[src/rtl/izh_pkg.sv]
// -----------------------------------------------------------------------------
// izh_pkg
// Shared definitions for the Izhikevich spike-decoder slice.
//   IZH_ISI_W       default ISI field width
//   IZH_SPIKE_TH_Q  default spike threshold (30 mV in the neuron's v[17:10] scale)
//   IZH_REARM_TH_Q  default re-arm threshold
//   izh_state_t     detector FSM state
//   izh_evt_t       spike event record at the default ISI width
// -----------------------------------------------------------------------------
package izh_pkg;

    localparam int IZH_ISI_W = 16;

    localparam logic signed [7:0] IZH_SPIKE_TH_Q = 8'sd16;
    localparam logic signed [7:0] IZH_REARM_TH_Q = -8'sd16;

    typedef enum logic {
        ST_ARMED = 1'b0,
        ST_FIRED = 1'b1
    } izh_state_t;

    // Field order is shared with the width-parameterised record in the top
    // level, so both pack identically.
    typedef struct packed {
        logic [IZH_ISI_W-1:0] isi;
        logic                 first;
        logic                 burst;
        logic                 sat;
    } izh_evt_t;

endpackage

[src/rtl/izh_evt_fifo.sv]
// -----------------------------------------------------------------------------
// izh_evt_fifo
// Synchronous event FIFO with registered occupancy. The head entry is read
// straight from storage, so the consumer sees it the cycle after the push.
//   clk, rst_n  clock, asynchronous active-low reset
//   clr         synchronous clear (empties the FIFO)
//   push        write push_data (ignored while full unless popping)
//   push_data   event to store
//   pop         consumer accepts head (ignored while empty)
//   head        oldest stored event
//   empty/full  occupancy flags
//   overflow    push attempted while full with no pop in the same cycle
// -----------------------------------------------------------------------------
module izh_evt_fifo
    import izh_pkg::*;
#(
    parameter int  DEPTH = 4,
    parameter type evt_t = izh_evt_t
) (
    input  logic clk,
    input  logic rst_n,
    input  logic clr,
    input  logic push,
    input  evt_t push_data,
    input  logic pop,
    output evt_t head,
    output logic empty,
    output logic full,
    output logic overflow
);

    localparam int AW = (DEPTH > 1) ? $clog2(DEPTH) : 1;
    localparam logic [AW:0] FULL_CNT = (AW + 1)'(DEPTH);

    evt_t          mem [DEPTH];
    logic [AW-1:0] wr_ptr;
    logic [AW-1:0] rd_ptr;
    logic [AW:0]   count;
    logic          do_push;
    logic          do_pop;

    assign empty    = (count == '0);
    assign full     = (count == FULL_CNT);
    assign do_pop   = pop & ~empty;
    // A pop frees the slot being written, so a full FIFO can still accept.
    assign do_push  = push & (~full | do_pop);
    assign overflow = push & ~do_push;
    assign head     = mem[rd_ptr];

    always_ff @(posedge clk or negedge rst_n) begin
        if (!rst_n) begin
            wr_ptr <= '0;
            rd_ptr <= '0;
            count  <= '0;
        end else if (clr) begin
            wr_ptr <= '0;
            rd_ptr <= '0;
            count  <= '0;
        end else begin
            if (do_push) wr_ptr <= wr_ptr + 1'b1;
            if (do_pop)  rd_ptr <= rd_ptr + 1'b1;
            case ({do_push, do_pop})
                2'b10:   count <= count + 1'b1;
                2'b01:   count <= count - 1'b1;
                default: count <= count;
            endcase
        end
    end

    // Storage is data only; occupancy decides what is visible.
    always_ff @(posedge clk) begin
        if (do_push) mem[wr_ptr] <= push_data;
    end

endmodule

[src/rtl/izh_spike_decoder.sv]
// -----------------------------------------------------------------------------
// izh_spike_decoder
// Detects spikes in the neuron's 8-bit signed membrane-voltage stream using
// threshold / re-arm hysteresis, measures the inter-spike interval in valid
// samples, tags each spike (first / burst / saturated) and queues the events
// behind a valid/ready handshake.
//   clk, rst_n   clock, asynchronous active-low reset
//   clr          synchronous clear, same effect as reset, highest priority
//   v_valid      v_in carries a new sample this cycle
//   v_in         signed membrane voltage sample
//   spike_pulse  one-cycle pulse, the cycle after the spike sample
//   evt_valid    FIFO head valid
//   evt_ready    consumer accepts the head
//   evt_isi      head ISI in samples (saturating)
//   evt_first    head is the first spike since reset/clr
//   evt_burst    head ISI <= BURST_ISI and not first
//   evt_sat      head ISI counter saturated
//   drop_cnt     events lost to a full FIFO, saturating at 255
//   spike_cnt    total spikes detected, wraps
// -----------------------------------------------------------------------------
module izh_spike_decoder
    import izh_pkg::*;
#(
    parameter int                ISI_W      = IZH_ISI_W,
    parameter int                FIFO_DEPTH = 4,
    parameter logic signed [7:0] SPIKE_TH   = IZH_SPIKE_TH_Q,
    parameter logic signed [7:0] REARM_TH   = IZH_REARM_TH_Q,
    parameter int                BURST_ISI  = 8
) (
    input  logic               clk,
    input  logic               rst_n,
    input  logic               clr,
    input  logic               v_valid,
    input  logic signed [7:0]  v_in,
    output logic               spike_pulse,
    output logic               evt_valid,
    input  logic               evt_ready,
    output logic [ISI_W-1:0]   evt_isi,
    output logic               evt_first,
    output logic               evt_burst,
    output logic               evt_sat,
    output logic [7:0]         drop_cnt,
    output logic [15:0]        spike_cnt
);

    // Event record at this instance's ISI width (same layout as izh_evt_t).
    typedef struct packed {
        logic [ISI_W-1:0] isi;
        logic             first;
        logic             burst;
        logic             sat;
    } evt_t;

    localparam logic [ISI_W-1:0] ISI_MAX    = '1;
    // isi_cnt at or above this means the reported ISI reaches ISI_MAX.
    localparam logic [ISI_W-1:0] ISI_SAT_TH = ISI_MAX - 1'b1;
    localparam logic [ISI_W-1:0] BURST_LIM  =
        (longint'(BURST_ISI) >= (64'd1 << ISI_W)) ? ISI_MAX : ISI_W'(BURST_ISI);

    function automatic logic [ISI_W-1:0] isi_sat_inc(input logic [ISI_W-1:0] x);
        return (x == ISI_MAX) ? x : x + 1'b1;
    endfunction

    function automatic logic [7:0] drop_sat_inc(input logic [7:0] x);
        return (x == 8'hFF) ? x : x + 1'b1;
    endfunction

    izh_state_t       state_q;
    izh_state_t       state_d;
    logic [ISI_W-1:0] isi_cnt;
    logic             first_flag;
    logic             fire_p0;
    evt_t             evt_p0;
    evt_t             head;
    logic             fifo_empty;
    logic             fifo_full;
    logic             fifo_ovf;

    // ---- stage 0: sample decode (combinational from v_in) ----
    always_comb begin
        state_d = state_q;
        fire_p0 = 1'b0;
        if (v_valid) begin
            case (state_q)
                ST_ARMED: begin
                    if (v_in > SPIKE_TH) begin
                        fire_p0 = 1'b1;
                        state_d = ST_FIRED;
                    end
                end
                ST_FIRED: begin
                    if (v_in < REARM_TH) state_d = ST_ARMED;
                end
                default: state_d = ST_ARMED;
            endcase
        end
    end

    always_comb begin
        evt_p0       = '0;
        evt_p0.isi   = isi_sat_inc(isi_cnt);
        evt_p0.first = first_flag;
        evt_p0.burst = ~first_flag & (isi_sat_inc(isi_cnt) <= BURST_LIM);
        evt_p0.sat   = (isi_cnt >= ISI_SAT_TH);
    end

    // ---- stage 1: detector state, counters and event queue ----
    always_ff @(posedge clk or negedge rst_n) begin
        if (!rst_n) begin
            state_q     <= ST_ARMED;
            isi_cnt     <= '0;
            first_flag  <= 1'b1;
            spike_pulse <= 1'b0;
            spike_cnt   <= '0;
            drop_cnt    <= '0;
        end else if (clr) begin
            state_q     <= ST_ARMED;
            isi_cnt     <= '0;
            first_flag  <= 1'b1;
            spike_pulse <= 1'b0;
            spike_cnt   <= '0;
            drop_cnt    <= '0;
        end else begin
            state_q     <= state_d;
            spike_pulse <= fire_p0;
            // The spike sample closes the interval, so the count restarts at 0.
            if (v_valid) isi_cnt <= fire_p0 ? '0 : isi_sat_inc(isi_cnt);
            if (fire_p0) begin
                first_flag <= 1'b0;
                spike_cnt  <= spike_cnt + 1'b1;
            end
            if (fifo_ovf) drop_cnt <= drop_sat_inc(drop_cnt);
        end
    end

    izh_evt_fifo #(
        .DEPTH (FIFO_DEPTH),
        .evt_t (evt_t)
    ) u_fifo (
        .clk       (clk),
        .rst_n     (rst_n),
        .clr       (clr),
        .push      (fire_p0),
        .push_data (evt_p0),
        .pop       (evt_ready),
        .head      (head),
        .empty     (fifo_empty),
        .full      (fifo_full),
        .overflow  (fifo_ovf)
    );

    // Fields read as zero while nothing is queued, so reset leaves no stale event.
    assign evt_valid = ~fifo_empty;
    assign evt_isi   = fifo_empty ? '0 : head.isi;
    assign evt_first = ~fifo_empty & head.first;
    assign evt_burst = ~fifo_empty & head.burst;
    assign evt_sat   = ~fifo_empty & head.sat;

endmodule

[config.mk]
export PLATFORM = sky130hd
export DESIGN_NAME = izh_spike_decoder
export DESIGN_NICKNAME = d
export VERILOG_FILES = /design/src/rtl/izh_pkg.sv /design/src/rtl/izh_evt_fifo.sv /design/src/rtl/izh_spike_decoder.sv
export SDC_FILE = /design/constraint.sdc
export NUM_CORES = 1
export LEC_CHECK = 0
export ABC_AREA = 1
export BUFFER_PORTS_ARGS = -buffer_cell sky130_fd_sc_hd__buf_2
export CORE_UTILIZATION = 45
export DETAILED_ROUTE_END_ITERATION = 8
export SYNTH_ARGS = -nofsm -noshare
export SYNTH_HDL_FRONTEND = slang
export SYNTH_SLANG_ARGS = --single-unit
[constraint.sdc]
create_clock -name clk -period 2.9 [get_ports clk]
set_input_delay 0.145 -clock clk [delete_from_list [all_inputs] [get_ports clk]]
set_output_delay 0.145 -clock clk [all_outputs]
set_load 0.02 [all_outputs]
==> reports/results.tsv, run 1 <==
stage	metric	value	unit
status	status	finished, final reports clean	
clock_tree	post-CTS sizing	0	
setup_path	critical path's slowest cell	dfrtp_1	
yosys	Synth cell types	43	
power	Sw Ratio	0.311	
placement	HPWL after DPL	9520	µm
power	PwrDens	691	mW/mm²
global_route	GRT Util Overall	0.215	
yosys	Syn Nets	685	
setup_path	crit path cell chain	inv_1 > buf_4 > nor2_1 > o21ai_0 > a21oi_1 > buf_2	
yosys	top-count cell post-synth	nor2_1	
clock_tree	CTS sink count	126	
power	Sequential Power Share	0.402	
routing	WL/cell	15.5	µm
sta	Clock Skews	0.00740	ns
power	Psw	0.00155	W
power	Clk pwr share	0.404	
global_route	first-pass GRT wire length	23100	µm
sta	RSZ-0062 raised after global routing	false	
clock_tree	clock slew at reported path FFs	0.06	ns
clock_tree	H-tree levels	4	
yosys	area leader, netlist	edfxtp_1	
yosys	Synth top area share	0.372	
routing	Vias	4754	
setup_path	crit path kind	reg2out	
finish	Nets	753	
yosys	Synth Flop Type	edfxtp_1	
placement	PortBufs	57	
die	die height	119	µm
clock_tree	Post-CTS Setup Inserts	0	
placement	dpl cells	887	
placement	area of placed instances	0.00664	mm²
die	die width	119	µm
finish	Design Area, Final	0.00721	mm²
yosys	top post-synthesis cells by area	edfxtp_1 (37%), dfrtp_1 (20%), nor2_1 (7.4%)	
sta	relative slew slack	0.468	
power	static leakage	3.20	nW
yosys	flops & latches, synth	126	
finish	layout overhead on the synthesized area	17.4	%
setup_path	CP delay by family, top	flip-flops	
finish	final non-filler cell total	920	
routing	vias per inst	5.17	
setup_path	top fanout value on the critical path	20	
global_route	via count of the first global-routing pass	4577	
routing	DRC violations left	0	
yosys	Mapped Area	0.00614	mm²
clock_tree	Root Buffer	clkbuf_16	
sta	Final Max Slew Viols	0	
yosys	ys async rst share	0.397	
global_route	initial antenna violation count	0	
setup_path	Worst Setup Start Kind	flop	
die	I/O Pins	58	
sta	Min Clock Period, post-route	2.52	ns
global_route	largest net degree at the start of global routing	39	
routing	Detailed Route Iter0 Violations	339	
placement	Placer Congestion	0.975	
sta	Final Hold Vio Count	0	
die	die area	0.0141	mm²
routing	routed wire length	14300	µm
finish	layout cells sized above 1	0.179	
setup_path	Max stage delay on crit path	0.84	ns
clock_tree	CTS buffer count	17	
power	P_int	0.00344	W
clock_tree	clk_lat worst skew	0.42	ns
power	Combinational Power Share	0.195	
finish	Inserted Diodes	0	
clock_tree	CTS tree	done	
global_route	GRT overflow	0	
setup_path	Critical Path RT	2.76	ns
setup_path	number of buffers and inverters on the critical path	3	
sta	maximum clock rate	397	MHz
sta	Fin Setup TNS	0	ns
routing	remaining antenna violation count	0	
setup_path	CP Data Arrival Time	2.37	ns
die	FP Rows	42	
yosys	cells after synthesis	663	
routing	drt first pass iters	5	
yosys	EDFF count, synth	76	
sta	worst slew pin tran	0.798	ns
power	VDD IR max	0.000390	V
yosys	sequential share of the synthesized area	0.575	
job	max_cap viols	0	
die	core region area	0.0133	mm²
die	Initial Utilization	0.462	
setup_path	Worst Setup End Kind	primary output	
yosys	syn avg cell area	9.26	µm²
sta	Final period util	0.868	
worst_hold_path	worst min-delay path class	in2reg	
yosys	Synth top cells by count	nor2_1 (121), nand2_1 (104), edfxtp_1 (76), inv_1 (65), o21ai_0 (62)	
sta	final setup fails	0	
clock_tree	CTS Buffer Depth	2	
setup_path	r2r setup slk	0.83	ns
yosys	YS warnings	0	
==> placed cells by master, fill, tap and decap left out, types with 3 or more instances in the layout <==
master and n:
nor2_1 121, nand2_1 104, edfxtp_1 76, inv_1 65, o21ai_0 62, buf_2 57, dfrtp_1 49, nand3_1 36
a21oi_1 26, clkbuf_16 17, xor2_1 14, nand4_1 12, nor3_1 12, buf_4 10, ha_1 8, nand2_2 7
nor2_2 6, o22ai_1 5, inv_6 5, clkinv_1 4, nand3_2 4, inv_2 4, clkinv_4 4, nand2_4 3
o21ai_2 3, xnor2_1 3
==> layer usage <==
layer	wire length [µm]	GRT usage	part of all wire	vias to the layer above
met5	0	0	0	-
met4	132	0.0744	0.0092	0
met3	640	0.0465	0.045	11
met2	6800	0.335	0.48	126
met1	6720	0.299	0.47	2270
li1	-	-	-	2347
==> worst paths after layout <==
check	from	end	depth (start not counted)
worst max register to register	isi_cnt[1]	u_fifo.mem[3][1]	9
worst max-delay path	u_fifo.rd_ptr[1]	evt_isi[8]	6
max in group asynchronous	rst_n	spike_cnt[12]	3
min in group asynchronous	rst_n	drop_cnt[4]	2
worst min register to register	spike_cnt[15]	spike_cnt[15]	2
worst min-delay path	v_in[7]	state_q	3
==> through the flow <==
stage | total power, W | hold slack (ns) | setup slack [ns] | util
CTS | 0.00504 | 0.0804 | 0.332 | 0.542
detailed placement | 0.00301 | 0.271 | 0.775 | 0.499
floorplan | 0.00268 | -0.151 | 0.700 | -
finish | 0.00499 | 0.0923 | 0.383 | 0.542
global placement | 0.00300 | 0.266 | 0.855 | 0.499
global route | 0.00522 | 0.0988 | 0.185 | 0.542
==> worst min-delay path: stages <==
cell and delay [ns]:
buf_2 0.11, nand3_1 0.07, a31o_2 0.14
==> power by group through the flow <==
stage / clock network, W / logic, W / registers [W]
floorplan: 0 / 0.000656 / 0.00202
global route: 0.00213 / 0.00108 / 0.00201
finish: 0.00201 / 0.000971 / 0.00200
global placement: 0 / 0.000966 / 0.00204
CTS: 0.00205 / 0.000984 / 0.00200
detailed placement: 0 / 0.000976 / 0.00204
==> registers in the layout (all words and copies together) (netlist names) <==
signal	flops
u_fifo.mem	76
state_q	1
u_fifo.count	3
isi_cnt	16
u_fifo.wr_ptr	2
spike_cnt	16
u_fifo.rd_ptr	2
drop_cnt	8
first_flag	1
spike_pulse	1
==> logic make-up (layout without fill, tap and decap cells) <==
kind of cell               after synthesis  count (layout)  share of synthesized area
and+or+nand+nor                        315             315                      0.229
adders and majority gates                9               9                     0.0196
muxes                                    1               1                    0.00163
DFF                                    126             126                      0.575
buffers and inverters                   91             172                     0.0579
AOI/OAI and AO/OA                      104             104                     0.0923
xor gates and xnor gates                17              17                     0.0242
==> what timing repair did <==
item	4_1_cts	5_1_grt
hold endpoints to repair	32	0
hold buffers	1	0
endpoints found under the setup margin	0	0
==> final cells by class <==
class / instances / area, µm²
multi-input combinational: 446 / 2250
inverter: 72 / 273
timing repair buffer: 68 / 370
sequential: 126 / 3530
clock buffer: 17 / 425
fill: 1201 / 6080
clock inverter: 15 / 136
tap: 176 / 220
No activity file was read; power rests on OpenSTA's default activity.
==> inputs of run 2 (changes only) <==
==> constraint.sdc (replaced) <==
create_clock -name clk -period 2.7 [get_ports clk]
set_input_delay 0.135 -clock clk [delete_from_list [all_inputs] [get_ports clk]]
set_output_delay 0.135 -clock clk [all_outputs]
set_load 0.02 [all_outputs]
==> run 2 against run 1 <==
- sequential cell count is the same
- hold slack lost 0.0062 ns
- largest power group unchanged
- total power grew 9.9%
- clock-buffer cell count grew 1
- wire length shrank 2.7%
- register-to-register slack lost 0.14 ns
- global-route usage shrank 0.21 points
- combinational power grew 8%
- clock power grew 14%
- highest routed layer unchanged
- design area grew 0.69%
==> reports/results.tsv, run 2 (synthesis gave the netlist of run 1 again) <==
stage	metric	value	unit	change
routing	remaining antenna violation count	0		unchanged
finish	max FFs per register	76		unchanged
power	VDD IR max	0.000362	V	was 0.000390 V
die	Initial Utilization	0.462		unchanged
finish	most frequent cells in the layout	nor2_1 (121), nand2_1 (104), edfxtp_1 (76)		unchanged
routing	Detailed Route Iter0 Violations	381		was 339
sta	Final Hold Vio Count	0		unchanged
sta	Fin Setup TNS	0	ns	unchanged
global_route	first-pass GRT wire length	23000	µm	was 23,100 µm
setup_path	top fanout value on the critical path	21		was 20
setup_path	Max stage delay on crit path	0.39	ns	was 0.84 ns
routing	vias per inst	5.18		was 5.17
finish	Largest regs	u_fifo.mem (76), isi_cnt (16), spike_cnt (16)		unchanged
routing	DRC violations left	0		unchanged
global_route	GRT Util Overall	0.213		was 0.215
sta	maximum clock rate	455	MHz	
setup_path	critical path's slowest cell	inv_1		was dfrtp_1
die	FP Rows	42		unchanged
sta	Hold Slack	0.0861	ns	was 0.0923 ns
setup_path	CP Data Arrival Time	2.07	ns	was 2.37 ns
global_route	GRT overflow	0		unchanged
power	static leakage	3.23	nW	was 3.20 nW
global_route	via count of the first global-routing pass	4633		was 4,577
clock_tree	Root Buffer	clkbuf_16		unchanged
status	status	finished, final reports clean		unchanged
clock_tree	CTS tree	done		unchanged
job	max_cap viols	0		unchanged
sta	Final Max Slew Viols	0		unchanged
sta	Final period util	0.815		
clock_tree	Post-CTS Setup Inserts	0		unchanged
routing	routed wire length	13900	µm	was 14,300 µm
placement	Placer Congestion	0.876		was 0.975
finish	most common cell after layout, fill and taps aside	nor2_1		unchanged
setup_path	Worst Setup Start Kind	flop		unchanged
setup_path	crit path kind	reg2out		unchanged
setup_path	Worst Setup End Kind	primary output		unchanged
finish	Nets	755		was 753
die	I/O Pins	58		unchanged
clock_tree	clock slew at reported path FFs	0.05	ns	was 0.06 ns
routing	WL/cell	15.1	µm	was 15.5 µm
setup_path	CP delay by family, top	buffers and inverters		was flip-flops
sta	final setup fails	0		unchanged
finish	Inserted Diodes	0		unchanged
clock_tree	CTS Buffer Depth	2		unchanged
finish	most flop-heavy register	u_fifo.mem		unchanged
clock_tree	CTS sink count	126		unchanged
die	die width	119	µm	unchanged
power	overall power	0.00548	W	was 0.00499 W
sta	relative slew slack	0.502		was 0.468
setup_path	crit path cell chain	buf_4 > inv_1 > nor2_1 > o21ai_0 > a21oi_1 > buf_2		was inv_1 > buf_4 > nor2_1 > o21ai_0 > a21oi_1 > buf_2
global_route	initial antenna violation count	0		unchanged
finish	Fill cells	1170		was 1,201
sta	Clock Skews	0.0100	ns	was 0.00740 ns
sta	RSZ-0062 raised after global routing	false		unchanged
routing	drt first pass iters	5		unchanged
placement	pre-CTS WS	0.724	ns	was 0.775 ns
finish	layout cells sized above 1	0.180		was 0.179
die	core region area	0.0133	mm²	unchanged
setup_path	Critical Path RT	2.57	ns	was 2.76 ns
worst_hold_path	worst min-delay path class	in2reg		unchanged
sta	Min Clock Period, post-route	2.20	ns	
global_route	largest net degree at the start of global routing	40		was 39
power	PwrDens	755	mW/mm²	was 691 mW/mm²
sta	final setup margin	0.500	ns	was 0.383 ns
die	die area	0.0141	mm²	unchanged
clock_tree	clk_lat worst skew	0.42	ns	about the same
sta	worst slew pin tran	0.746	ns	was 0.798 ns
placement	HPWL after DPL	9530	µm	was 9520 µm
routing	Vias	4773		was 4,754
finish	layout overhead on the synthesized area	18.2	%	was 17.4%
clock_tree	H-tree levels	4		unchanged
setup_path	number of buffers and inverters on the critical path	3		unchanged
placement	PortBufs	57		unchanged
clock_tree	CTS buffer count	17		unchanged
die	die height	119	µm	unchanged
## run 2: per-layer routing
metal | part of all wire | routed length (µm) | vias to the layer above | global-route usage
li1 | - | - | 2346 | -
met3 | 0.041 | 564 | 12 | 0.0551
met4 | 0.011 | 147 | 0 | 0.0752
met5 | 0 | 0 | - | 0
met1 | 0.49 | 6740 | 2302 | 0.292
met2 | 0.46 | 6450 | 113 | 0.329
## run 2: power breakdown
| group | leakage, nW | total, W | switching, W | internal [W] |
|---|---|---|---|---|
| sequential | 1.41 | 0.00214 | 0.0000375 | 0.00210 |
| combinational | 1.53 | 0.00105 | 0.000728 | 0.000321 |
| clock | 0.290 | 0.00229 | 0.000844 | 0.00145 |
| total | 3.23 | 0.00548 | 0.00161 | 0.00387 |
## run 2: path summary, 6_finish.rpt
path,start,to,slack (ns),cells after the start
max in group asynchronous,rst_n,isi_cnt[15],1.69,3
min,v_in[7],state_q,0.09,3
min reg2reg,state_q,state_q,0.52,1
min in group asynchronous,rst_n,drop_cnt[0],0.34,2
max reg2reg,isi_cnt[0],u_fifo.mem[2][1],0.69,10
max,u_fifo.rd_ptr[1],evt_isi[13],0.50,6
## run 2: worst register-to-register path, cell delays in order (launching register included)
cell and delay [ns]:
dfrtp_1 0.42, ha_1 0.28, inv_1 0.12, nor2_4 0.07
nand2_4 0.09, nor2_8 0.06, inv_4 0.13, nand3_1 0.20
nor2_1 0.18, nand3_2 0.09, nor2_2 0.19
## run 2: layout make-up
cell class	count	area, µm²	area share
Inverter	72	273	0.0376
Clock inverter	14	168	0.0231
Tap cell	176	220	0.0303
Clock buffer	18	429	0.0591
Sequential cell	126	3530	0.487
Timing Repair Buffer	70	385	0.0531
Multi-Input combinational cell	446	2250	0.310
## run 2: metrics by stage
stage,instance area [µm²],instances,util
4_1_cts,7260,922,0.546
3_3_place_gp,6660,889,0.501
6_report,7260,922,0.546
3_5_place_dp,6660,889,0.501
5_1_grt,7260,922,0.546
2_1_floorplan,6140,663,-
## run 2: timing repair
item / in CTS / in global routing
endpoints found under the hold margin: 28 / 0
resized for setup: 0 / 0
hold buffers: 1 / 0
